**src/rtl/sync_fifo_gen_pkg.sv**
```systemverilog
// Shared constants and sizing helpers for the sync_fifo_gen FIFO family.
package sync_fifo_gen_pkg;

    localparam int FIFO_MODE_STD  = 0;
    localparam int FIFO_MODE_FWFT = 1;

    function automatic int fifo_cnt_w(input int depth_log2);
        return depth_log2 + 1;
    endfunction

    // FWFT holds one extra word in the output register beyond the RAM.
    function automatic int fifo_cap(input int depth_log2, input int fwft);
        return (1 << depth_log2) + ((fwft == FIFO_MODE_FWFT) ? 1 : 0);
    endfunction

endpackage

```
**src/rtl/sync_fifo_gen_if.sv**
```systemverilog
// Handshake, data and status bundle of sync_fifo_gen; the FIFO is the slave side.
interface sync_fifo_gen_if #(
    parameter int DATA_W     = 8,
    parameter int DEPTH_LOG2 = 4
);
    import sync_fifo_gen_pkg::*;

    localparam int CNT_W = fifo_cnt_w(DEPTH_LOG2);

    logic [DATA_W-1:0] din;
    logic              wr_en;
    logic              rd_en;
    logic [DATA_W-1:0] dout;
    logic              full;
    logic              almost_full;
    logic              prog_full;
    logic              empty;
    logic              almost_empty;
    logic              prog_empty;
    logic              wr_ack;
    logic              overflow;
    logic              valid;
    logic              underflow;
    logic [CNT_W-1:0]  data_count;
    logic              parity_err;

    modport master (
        output din, wr_en, rd_en,
        input  dout, full, almost_full, prog_full, empty, almost_empty, prog_empty,
        input  wr_ack, overflow, valid, underflow, data_count, parity_err
    );

    modport slave (
        input  din, wr_en, rd_en,
        output dout, full, almost_full, prog_full, empty, almost_empty, prog_empty,
        output wr_ack, overflow, valid, underflow, data_count, parity_err
    );

endinterface

```
**src/rtl/sync_fifo_gen_ram.sv**
```systemverilog
// Simple dual-port RAM: synchronous write, registered read with resettable output.
import sync_fifo_gen_pkg::*;

module sync_fifo_gen_ram #(
    parameter int WIDTH  = 8,
    parameter int ADDR_W = 4
) (
    input  logic              clk,
    input  logic              rst,
    input  logic              we,
    input  logic [ADDR_W-1:0] waddr,
    input  logic [WIDTH-1:0]  wdata,
    input  logic              re,
    input  logic [ADDR_W-1:0] raddr,
    output logic [WIDTH-1:0]  rdata
);

    logic [WIDTH-1:0] mem [0:(1<<ADDR_W)-1];

    always_ff @(posedge clk) begin
        if (we) begin
            mem[waddr] <= wdata;
        end
    end

    // The read register doubles as the FIFO dout, so it must clear on reset.
    always_ff @(posedge clk) begin
        if (rst) begin
            rdata <= '0;
        end else if (re) begin
            rdata <= mem[raddr];
        end
    end

endmodule

```
**src/rtl/sync_fifo_gen.sv**
```systemverilog
// Parametrised single-clock FIFO, standard or FWFT read, with registered status flags.
// Optional even-parity protection of stored words: define SYNC_FIFO_GEN_PARITY_EN.
import sync_fifo_gen_pkg::*;

module sync_fifo_gen #(
    parameter int DATA_W            = 8,
    parameter int DEPTH_LOG2        = 4,
    parameter int FWFT              = 0,
    parameter int PROG_FULL_THRESH  = 12,
    parameter int PROG_EMPTY_THRESH = 2
) (
    input  logic           clk,
    input  logic           rst,
    sync_fifo_gen_if.slave bus
);

    localparam int CNT_W   = fifo_cnt_w(DEPTH_LOG2);
    localparam int CAP     = fifo_cap(DEPTH_LOG2, FWFT);
    localparam bit IS_FWFT = (FWFT == FIFO_MODE_FWFT);

    localparam logic [CNT_W-1:0] CAP_C  = CNT_W'(CAP);
    localparam logic [CNT_W-1:0] AF_C   = CNT_W'(CAP - 1);
    localparam logic [CNT_W-1:0] PF_C   = CNT_W'(PROG_FULL_THRESH);
    localparam logic [CNT_W-1:0] PE_C   = CNT_W'(PROG_EMPTY_THRESH);
    localparam logic [CNT_W-1:0] ONE_C  = CNT_W'(1);
    localparam logic [CNT_W-1:0] ZERO_C = '0;

`ifdef SYNC_FIFO_GEN_PARITY_EN
    localparam int RAM_W = DATA_W + 1;
`else
    localparam int RAM_W = DATA_W;
`endif

    logic [DEPTH_LOG2-1:0] wr_ptr;
    logic [DEPTH_LOG2-1:0] rd_ptr;
    logic [CNT_W-1:0]      count;
    logic [CNT_W-1:0]      ram_count;
    logic [CNT_W-1:0]      count_next;
    logic [CNT_W-1:0]      ram_count_next;
    logic                  present;
    logic                  present_next;
    logic                  rd_fire_q;
    logic                  can_write;
    logic                  pop;
    logic                  ram_rd;
    logic                  underflow_next;
    logic [RAM_W-1:0]      ram_wdata;
    logic [RAM_W-1:0]      ram_q;

    // pop removes a word from the FIFO; ram_rd moves a word out of the RAM.
    // They coincide in standard mode; in FWFT ram_rd is the prefetch.
    always_comb begin
        can_write = bus.wr_en & ~bus.full;
        if (IS_FWFT) begin
            pop            = bus.rd_en & present;
            ram_rd         = (ram_count != ZERO_C) & (~present | pop);
            underflow_next = bus.rd_en & ~present;
            present_next   = ram_rd | (present & ~pop);
        end else begin
            pop            = bus.rd_en & ~bus.empty;
            ram_rd         = pop;
            underflow_next = bus.rd_en & bus.empty;
            present_next   = 1'b0;
        end
        count_next     = count + CNT_W'(can_write) - CNT_W'(pop);
        ram_count_next = ram_count + CNT_W'(can_write) - CNT_W'(ram_rd);
    end

    always_ff @(posedge clk) begin
        if (rst) begin
            wr_ptr           <= '0;
            rd_ptr           <= '0;
            count            <= '0;
            ram_count        <= '0;
            present          <= 1'b0;
            rd_fire_q        <= 1'b0;
            bus.wr_ack       <= 1'b0;
            bus.overflow     <= 1'b0;
            bus.underflow    <= 1'b0;
            bus.full         <= 1'b0;
            bus.almost_full  <= 1'b0;
            bus.prog_full    <= 1'b0;
            bus.empty        <= 1'b1;
            bus.almost_empty <= 1'b1;
            bus.prog_empty   <= 1'b1;
        end else begin
            if (can_write) begin
                wr_ptr <= wr_ptr + DEPTH_LOG2'(1);
            end
            if (ram_rd) begin
                rd_ptr <= rd_ptr + DEPTH_LOG2'(1);
            end
            count            <= count_next;
            ram_count        <= ram_count_next;
            present          <= present_next;
            rd_fire_q        <= ram_rd;
            bus.wr_ack       <= can_write;
            bus.overflow     <= bus.wr_en & bus.full;
            bus.underflow    <= underflow_next;
            bus.full         <= (count_next == CAP_C);
            bus.almost_full  <= (count_next >= AF_C);
            bus.prog_full    <= (count_next >= PF_C);
            bus.empty        <= IS_FWFT ? ~present_next : (count_next == ZERO_C);
            bus.almost_empty <= (count_next <= ONE_C);
            bus.prog_empty   <= (count_next <= PE_C);
        end
    end

    assign bus.data_count = count;
    assign bus.valid      = IS_FWFT ? present : rd_fire_q;
    assign bus.dout       = ram_q[DATA_W-1:0];

`ifdef SYNC_FIFO_GEN_PARITY_EN
    // rd_fire_q marks the first cycle a freshly read word sits on dout.
    assign ram_wdata      = {^bus.din, bus.din};
    assign bus.parity_err = rd_fire_q & (^ram_q);
`else
    assign ram_wdata      = bus.din;
    assign bus.parity_err = 1'b0;
`endif

    sync_fifo_gen_ram #(
        .WIDTH  (RAM_W),
        .ADDR_W (DEPTH_LOG2)
    ) u_ram (
        .clk   (clk),
        .rst   (rst),
        .we    (can_write),
        .waddr (wr_ptr),
        .wdata (ram_wdata),
        .re    (ram_rd),
        .raddr (rd_ptr),
        .rdata (ram_q)
    );

endmodule

```
**src/flat_wrapper.sv**
```systemverilog
// flat-port wrapper written by rule: the top's interface ports become plain ports
module sync_fifo_gen_flat 
#(
    parameter int DATA_W            = 8,
    parameter int DEPTH_LOG2        = 4,
    parameter int FWFT              = 0,
    parameter int PROG_FULL_THRESH  = 12,
    parameter int PROG_EMPTY_THRESH = 2
)
  (clk, rst, bus_din, bus_wr_en, bus_rd_en, bus_dout, bus_full, bus_almost_full, bus_prog_full, bus_empty, bus_almost_empty, bus_prog_empty, bus_wr_ack, bus_overflow, bus_valid, bus_underflow, bus_data_count, bus_parity_err);
  sync_fifo_gen_if #(.DATA_W(DATA_W), .DEPTH_LOG2(DEPTH_LOG2)) bus_i ();
  input  logic clk;
  input  logic rst;
  input wire logic [$bits(bus_i.din)-1:0] bus_din;
  input wire logic [$bits(bus_i.wr_en)-1:0] bus_wr_en;
  input wire logic [$bits(bus_i.rd_en)-1:0] bus_rd_en;
  output wire logic [$bits(bus_i.dout)-1:0] bus_dout;
  output wire logic [$bits(bus_i.full)-1:0] bus_full;
  output wire logic [$bits(bus_i.almost_full)-1:0] bus_almost_full;
  output wire logic [$bits(bus_i.prog_full)-1:0] bus_prog_full;
  output wire logic [$bits(bus_i.empty)-1:0] bus_empty;
  output wire logic [$bits(bus_i.almost_empty)-1:0] bus_almost_empty;
  output wire logic [$bits(bus_i.prog_empty)-1:0] bus_prog_empty;
  output wire logic [$bits(bus_i.wr_ack)-1:0] bus_wr_ack;
  output wire logic [$bits(bus_i.overflow)-1:0] bus_overflow;
  output wire logic [$bits(bus_i.valid)-1:0] bus_valid;
  output wire logic [$bits(bus_i.underflow)-1:0] bus_underflow;
  output wire logic [$bits(bus_i.data_count)-1:0] bus_data_count;
  output wire logic [$bits(bus_i.parity_err)-1:0] bus_parity_err;
  assign bus_i.din = bus_din;
  assign bus_i.wr_en = bus_wr_en;
  assign bus_i.rd_en = bus_rd_en;
  assign bus_dout = bus_i.dout;
  assign bus_full = bus_i.full;
  assign bus_almost_full = bus_i.almost_full;
  assign bus_prog_full = bus_i.prog_full;
  assign bus_empty = bus_i.empty;
  assign bus_almost_empty = bus_i.almost_empty;
  assign bus_prog_empty = bus_i.prog_empty;
  assign bus_wr_ack = bus_i.wr_ack;
  assign bus_overflow = bus_i.overflow;
  assign bus_valid = bus_i.valid;
  assign bus_underflow = bus_i.underflow;
  assign bus_data_count = bus_i.data_count;
  assign bus_parity_err = bus_i.parity_err;
  sync_fifo_gen #(.DATA_W(DATA_W), .DEPTH_LOG2(DEPTH_LOG2), .FWFT(FWFT), .PROG_FULL_THRESH(PROG_FULL_THRESH), .PROG_EMPTY_THRESH(PROG_EMPTY_THRESH)) u_core (.clk(clk), .rst(rst), .bus(bus_i));
endmodule
```
**config.mk**
```make
export PLATFORM = sky130hd
export DESIGN_NAME = sync_fifo_gen_flat
export DESIGN_NICKNAME = d
export VERILOG_FILES = /design/src/rtl/sync_fifo_gen_pkg.sv /design/src/rtl/sync_fifo_gen_if.sv /design/src/rtl/sync_fifo_gen_ram.sv /design/src/rtl/sync_fifo_gen.sv /design/src/flat_wrapper.sv
export SDC_FILE = /design/constraint.sdc
export NUM_CORES = 1
export LEC_CHECK = 0
export ABC_AREA = 1
export CORE_UTILIZATION = 40
export DETAILED_ROUTE_END_ITERATION = 10
export GPL_TIMING_DRIVEN = 1
export MAX_ROUTING_LAYER = met4
export PLACE_DENSITY = 0.67
export SYNTH_ARGS = -nofsm -noshare
export SYNTH_HDL_FRONTEND = slang
export SYNTH_SLANG_ARGS = --single-unit
```
**constraint.sdc**
```tcl
create_clock -name clk -period 2.3 [get_ports clk]
set_input_delay 0.46 -clock clk [delete_from_list [all_inputs] [get_ports clk]]
set_output_delay 0.46 -clock clk [all_outputs]
set_load 0.01 [all_outputs]
```
==> impl_metrics.prom <==
# TYPE chip_impl_metric gauge
chip_impl_info{name="outcome",value="finished, final reports clean"} 1
chip_impl_metric{name="netlist.area_leader.share",unit="%"} 58.4
chip_impl_metric{name="worst_slew_pin_slew",unit="ns"} 0.804
chip_impl_info{name="cp_cell_sequence",value="nor2_4, ha_1, inv_1, ha_2, inv_2, fa_2, nand3b_1, nand2_1, nand2_2, and2_4, nor2_4, nand2_1, nor2_1"} 1
chip_impl_metric{name="htree_levels",unit=""} 4
chip_impl_info{name="synth.top_cells.by_area",value="sky130_fd_sc_hd__edfxtp_1, sky130_fd_sc_hd__nand2_1, sky130_fd_sc_hd__dfxtp_1"} 1
chip_impl_metric{name="postSynth.asyncResetShare",unit="%"} 0
chip_impl_metric{name="fmaxAchievable",unit="MHz"} 463
chip_impl_metric{name="share_clk_of_total_power",unit="%"} 32.1
chip_impl_metric{name="gp_congestion",unit=""} 0.830
chip_impl_metric{name="route.vias.total",unit=""} 4470
chip_impl_info{name="worst_hold_path_type",value="in2reg"} 1
chip_impl_metric{name="internal_power",unit="W"} 0.00579
chip_impl_metric{name="drt.antenna.violating_nets",unit=""} 0
chip_impl_metric{name="yosys.cell_types.count",unit=""} 27
chip_impl_metric{name="final-max-slew-violation-count",unit=""} 0
chip_impl_info{name="timing.critical_path.max_delay_family",value="simple AND/OR/NAND/NOR gates"} 1
chip_impl_info{name="layout.cells.most_common",value="sky130_fd_sc_hd__nand2_1"} 1
chip_impl_metric{name="antenna_found_initial",unit=""} 0
chip_impl_metric{name="finish.net_count",unit=""} 688
chip_impl_metric{name="worst_skew_pair.late_latency",unit="ns"} 0.43
chip_impl_metric{name="crit_path_max_incr_delay",unit="ns"} 0.36
chip_impl_metric{name="timing_hold_violations_final",unit=""} 0
chip_impl_metric{name="seq_power_share",unit="%"} 41.4
chip_impl_metric{name="placement.io_buffers",unit=""} 34
chip_impl_info{name="cp_slowest_cell",value="sky130_fd_sc_hd__fa_2"} 1
chip_impl_metric{name="vdd.ir_drop.worst",unit="mV"} 0.689
chip_impl_metric{name="grt-ovfl-total",unit=""} 0
chip_impl_metric{name="track_usage",unit="%"} 19.1
chip_impl_metric{name="fin_skew",unit="ns"} 0.00821
chip_impl_info{name="cts_root_buf",value="sky130_fd_sc_hd__clkbuf_16"} 1
chip_impl_metric{name="design.die.area",unit="um2"} 17000
chip_impl_metric{name="total_cts_buffers",unit=""} 17
chip_impl_metric{name="row_count",unit=""} 46
chip_impl_metric{name="remaining_max_slew_budget_at_the_tightest_pin",unit="%"} 46.2
chip_impl_metric{name="design.core.area",unit="um2"} 16000
chip_impl_metric{name="postSynthNetCount",unit=""} 637
chip_impl_metric{name="synth_seq_area_share",unit="%"} 67.8
chip_impl_metric{name="cp.arrival",unit="ns"} 2.52
chip_impl_info{name="unrepaired_setup_endpoints_after_global_routing",value="no"} 1
chip_impl_metric{name="mean_instance_size_in_the_synthesized_netlist",unit="um2"} 10.7
chip_impl_metric{name="leakagePower",unit="nW"} 2.99
chip_impl_metric{name="via_per_inst",unit=""} 5.00
chip_impl_metric{name="power.density_cell_area",unit="nW/um2"} 1060
chip_impl_metric{name="detailedRoute.firstPassIterationCount",unit=""} 5
chip_impl_metric{name="die_width",unit="um"} 130
chip_impl_metric{name="drt_wl_total",unit="mm"} 14.7
chip_impl_metric{name="setup_viol_count_final",unit=""} 0
chip_impl_metric{name="clk_pin_slew_worst_paths",unit="ns"} 0.06
chip_impl_metric{name="area_growth_syn_to_layout",unit="%"} 18.4
chip_impl_metric{name="power_frac_comb",unit="%"} 26.5
chip_impl_info{name="synthDominantAreaCellType",value="sky130_fd_sc_hd__edfxtp_1"} 1
chip_impl_metric{name="post_route_design_area",unit="um2"} 7800
chip_impl_info{name="timing.critical_path.from_type",value="flop"} 1
chip_impl_info{name="cp-end-kind",value="flop"} 1
chip_impl_metric{name="utilization",unit="%"} 48.7
chip_impl_metric{name="synth_area",unit="um2"} 6590
chip_impl_metric{name="netSwitchingFraction",unit="%"} 30.3
chip_impl_metric{name="synth_edf_count",unit=""} 128
chip_impl_metric{name="dpl_cell_area",unit="um2"} 7200
chip_impl_metric{name="cts.sinks",unit=""} 159
chip_impl_metric{name="grt_pass1_vias",unit=""} 4209
chip_impl_metric{name="route.detailed.drc",unit=""} 0
chip_impl_metric{name="post_detailed_route_wirelength_per_cell",unit="um"} 16.5
chip_impl_metric{name="initial_cell_density_of_the_core",unit="%"} 41.2
chip_impl_metric{name="count_of_buffering_cells_on_the_critical_path_with_inverters_included",unit=""} 2
chip_impl_metric{name="hold-worst-slack",unit="ns"} 0.419
chip_impl_metric{name="min_cycle_time_layout",unit="ns"} 2.16
chip_impl_metric{name="drt-initial-drc-count",unit=""} 376
chip_impl_metric{name="synth_cells",unit=""} 614
chip_impl_metric{name="yosysWarningCount",unit=""} 0
chip_impl_info{name="mostFrequentLayoutCells",value="sky130_fd_sc_hd__nand2_1, sky130_fd_sc_hd__edfxtp_1, sky130_fd_sc_hd__nand3_1"} 1
chip_impl_metric{name="io-pin-count",unit=""} 36
chip_impl_metric{name="max_cap_viol_count",unit=""} 0
chip_impl_metric{name="critical_path.max_fanout",unit=""} 3
chip_impl_metric{name="floorplan.die.height",unit="um"} 130
chip_impl_metric{name="n_antenna_cell",unit=""} 0
chip_impl_metric{name="switchingPower",unit="W"} 0.00251
chip_impl_metric{name="grt_first_pass_wirelength",unit="mm"} 22.5
chip_impl_info{name="synth_flop_cell",value="sky130_fd_sc_hd__edfxtp_1"} 1
chip_impl_metric{name="cts-hold-fix-buffers",unit=""} 0
chip_impl_metric{name="drive_above_1_share",unit="%"} 10.9
chip_impl_metric{name="grt_start_max_net_pins",unit=""} 67
chip_impl_metric{name="cts_buffer_depth",unit=""} 2
chip_impl_metric{name="hpwlAfterDp",unit="mm"} 8.98
chip_impl_metric{name="min_period_over_period",unit="%"} 93.9
chip_impl_info{name="cts_tree",value="yes"} 1
chip_impl_metric{name="required_time_of_the_critical_path",unit="ns"} 2.66
chip_impl_info{name="timing_worst_setup_path_type",value="reg2reg"} 1
chip_impl_metric{name="yosys_register_bits",unit=""} 159
==> flip-flops by register name, indices dropped and copies added, names as in the netlist <==
signal / cells
u_core.bus.data_count: 5
u_core.wr_ptr: 4
u_core.u_ram.rdata: 8
u_core.bus.full: 1
u_core.bus.almost_empty: 1
u_core.bus.overflow: 1
u_core.bus.valid: 1
u_core.bus.almost_full: 1
u_core.u_ram.mem: 128
u_core.rd_ptr: 4
u_core.bus.wr_ack: 1
u_core.bus.prog_empty: 1
u_core.bus.underflow: 1
u_core.bus.empty: 1
u_core.bus.prog_full: 1
==> per-layer routing <==
| layer | up-vias | routed length, um | track usage, % |
|---|---|---|---|
| met5 | - | 0 | - |
| met4 | 0 | 150 | 5.34 |
| met3 | 14 | 830 | 4.10 |
| met2 | 145 | 7400 | 31.8 |
| met1 | 2139 | 6340 | 23.4 |
| li1 | 2172 | - | - |
==> cell usage after synthesis, types with 2 or more instances <==
| cell type | instances |
|---|---|
| sky130_fd_sc_hd__nand2_1 | 196 |
| sky130_fd_sc_hd__edfxtp_1 | 128 |
| sky130_fd_sc_hd__nand3_1 | 111 |
| sky130_fd_sc_hd__nor2_1 | 46 |
| sky130_fd_sc_hd__dfxtp_1 | 31 |
| sky130_fd_sc_hd__inv_1 | 26 |
| sky130_fd_sc_hd__buf_2 | 14 |
| sky130_fd_sc_hd__buf_6 | 12 |
| sky130_fd_sc_hd__a21oi_1 | 11 |
| sky130_fd_sc_hd__ha_1 | 10 |
| sky130_fd_sc_hd__inv_2 | 7 |
| sky130_fd_sc_hd__buf_4 | 2 |
| sky130_fd_sc_hd__nor2_2 | 2 |
| sky130_fd_sc_hd__nor3_1 | 2 |
| sky130_fd_sc_hd__nor4_1 | 2 |
| sky130_fd_sc_hd__o21ai_0 | 2 |
| sky130_fd_sc_hd__xor2_1 | 2 |
==> tightest hold or removal path, cell delays in order <==
cell and delay, ns:
sky130_fd_sc_hd__dlygate4sd2_1 0.25, sky130_fd_sc_hd__nand2_1 0.06, sky130_fd_sc_hd__nor2_1 0.03
==> cells by family (layout without fill, tap and decap cells) <==
group	count (synthesis)	count (layout)	synth area share, %
other	1	1	0.0569
AO/OA/AOI/OAI	14	14	1.06
flip-flops	159	159	67.8
adder cells (fa/ha/maj)	11	11	2.20
XOR/XNOR	3	3	0.399
AND/OR/NAND/NOR	362	362	23.1
buffers and inverters	64	128	5.43
==> power by group through the flow <==
stage / sequential, W / clock (W) / combinational (W)
after floorplan: 0.00353 / 0 / 0.00132
after global placement: 0.00348 / 0 / 0.00199
after detailed placement: 0.00349 / 0 / 0.00205
after CTS: 0.00344 / 0.00269 / 0.00209
after global routing: 0.00346 / 0.00280 / 0.00242
final: 0.00344 / 0.00266 / 0.00220
==> layout make-up <==
type                       count  area (um2)
fill                        1452        8200
sequential                   159        4470
multi-input combinational    391        1790
timing repair buffer          62         574
clock buffer                  22         444
tap                          216         270
inverter                      34         130
clock inverter                10         115
==> worst paths after layout <==
| path | start | to | slack, ns | depth (start not counted) |
|---|---|---|---|---|
| worst max-delay path | u_core.bus.empty | u_core.bus.full | 0.14 | 13 |
| worst min-delay path | bus_rd_en | u_core.bus.underflow | 0.42 | 3 |
| worst max register to register | u_core.bus.empty | u_core.bus.full | 0.14 | 13 |
| worst min register to register | u_core.bus.full | u_core.bus.overflow | 0.51 | 2 |
==> repair_timing <==
action / in CTS / in global routing
endpoints found under the setup margin: 4 / 5
setup buffers: 0 / 2
gates resized for setup: 3 / 7
pin swaps: 2 / 6
==> metrics by stage <==
stage	worst slack [ns]	power (W)	std cells	TNS, ns
after global routing	0.00841	0.00867	894	0
final	0.140	0.00830	894	0
after CTS	0.102	0.00822	892	0
after detailed placement	-0.535	0.00554	860	-3.18
after global placement	-0.439	0.00547	860	-2.61
after floorplan	0.00820	0.00484	614	0
(Power assumes the default switching activity.)
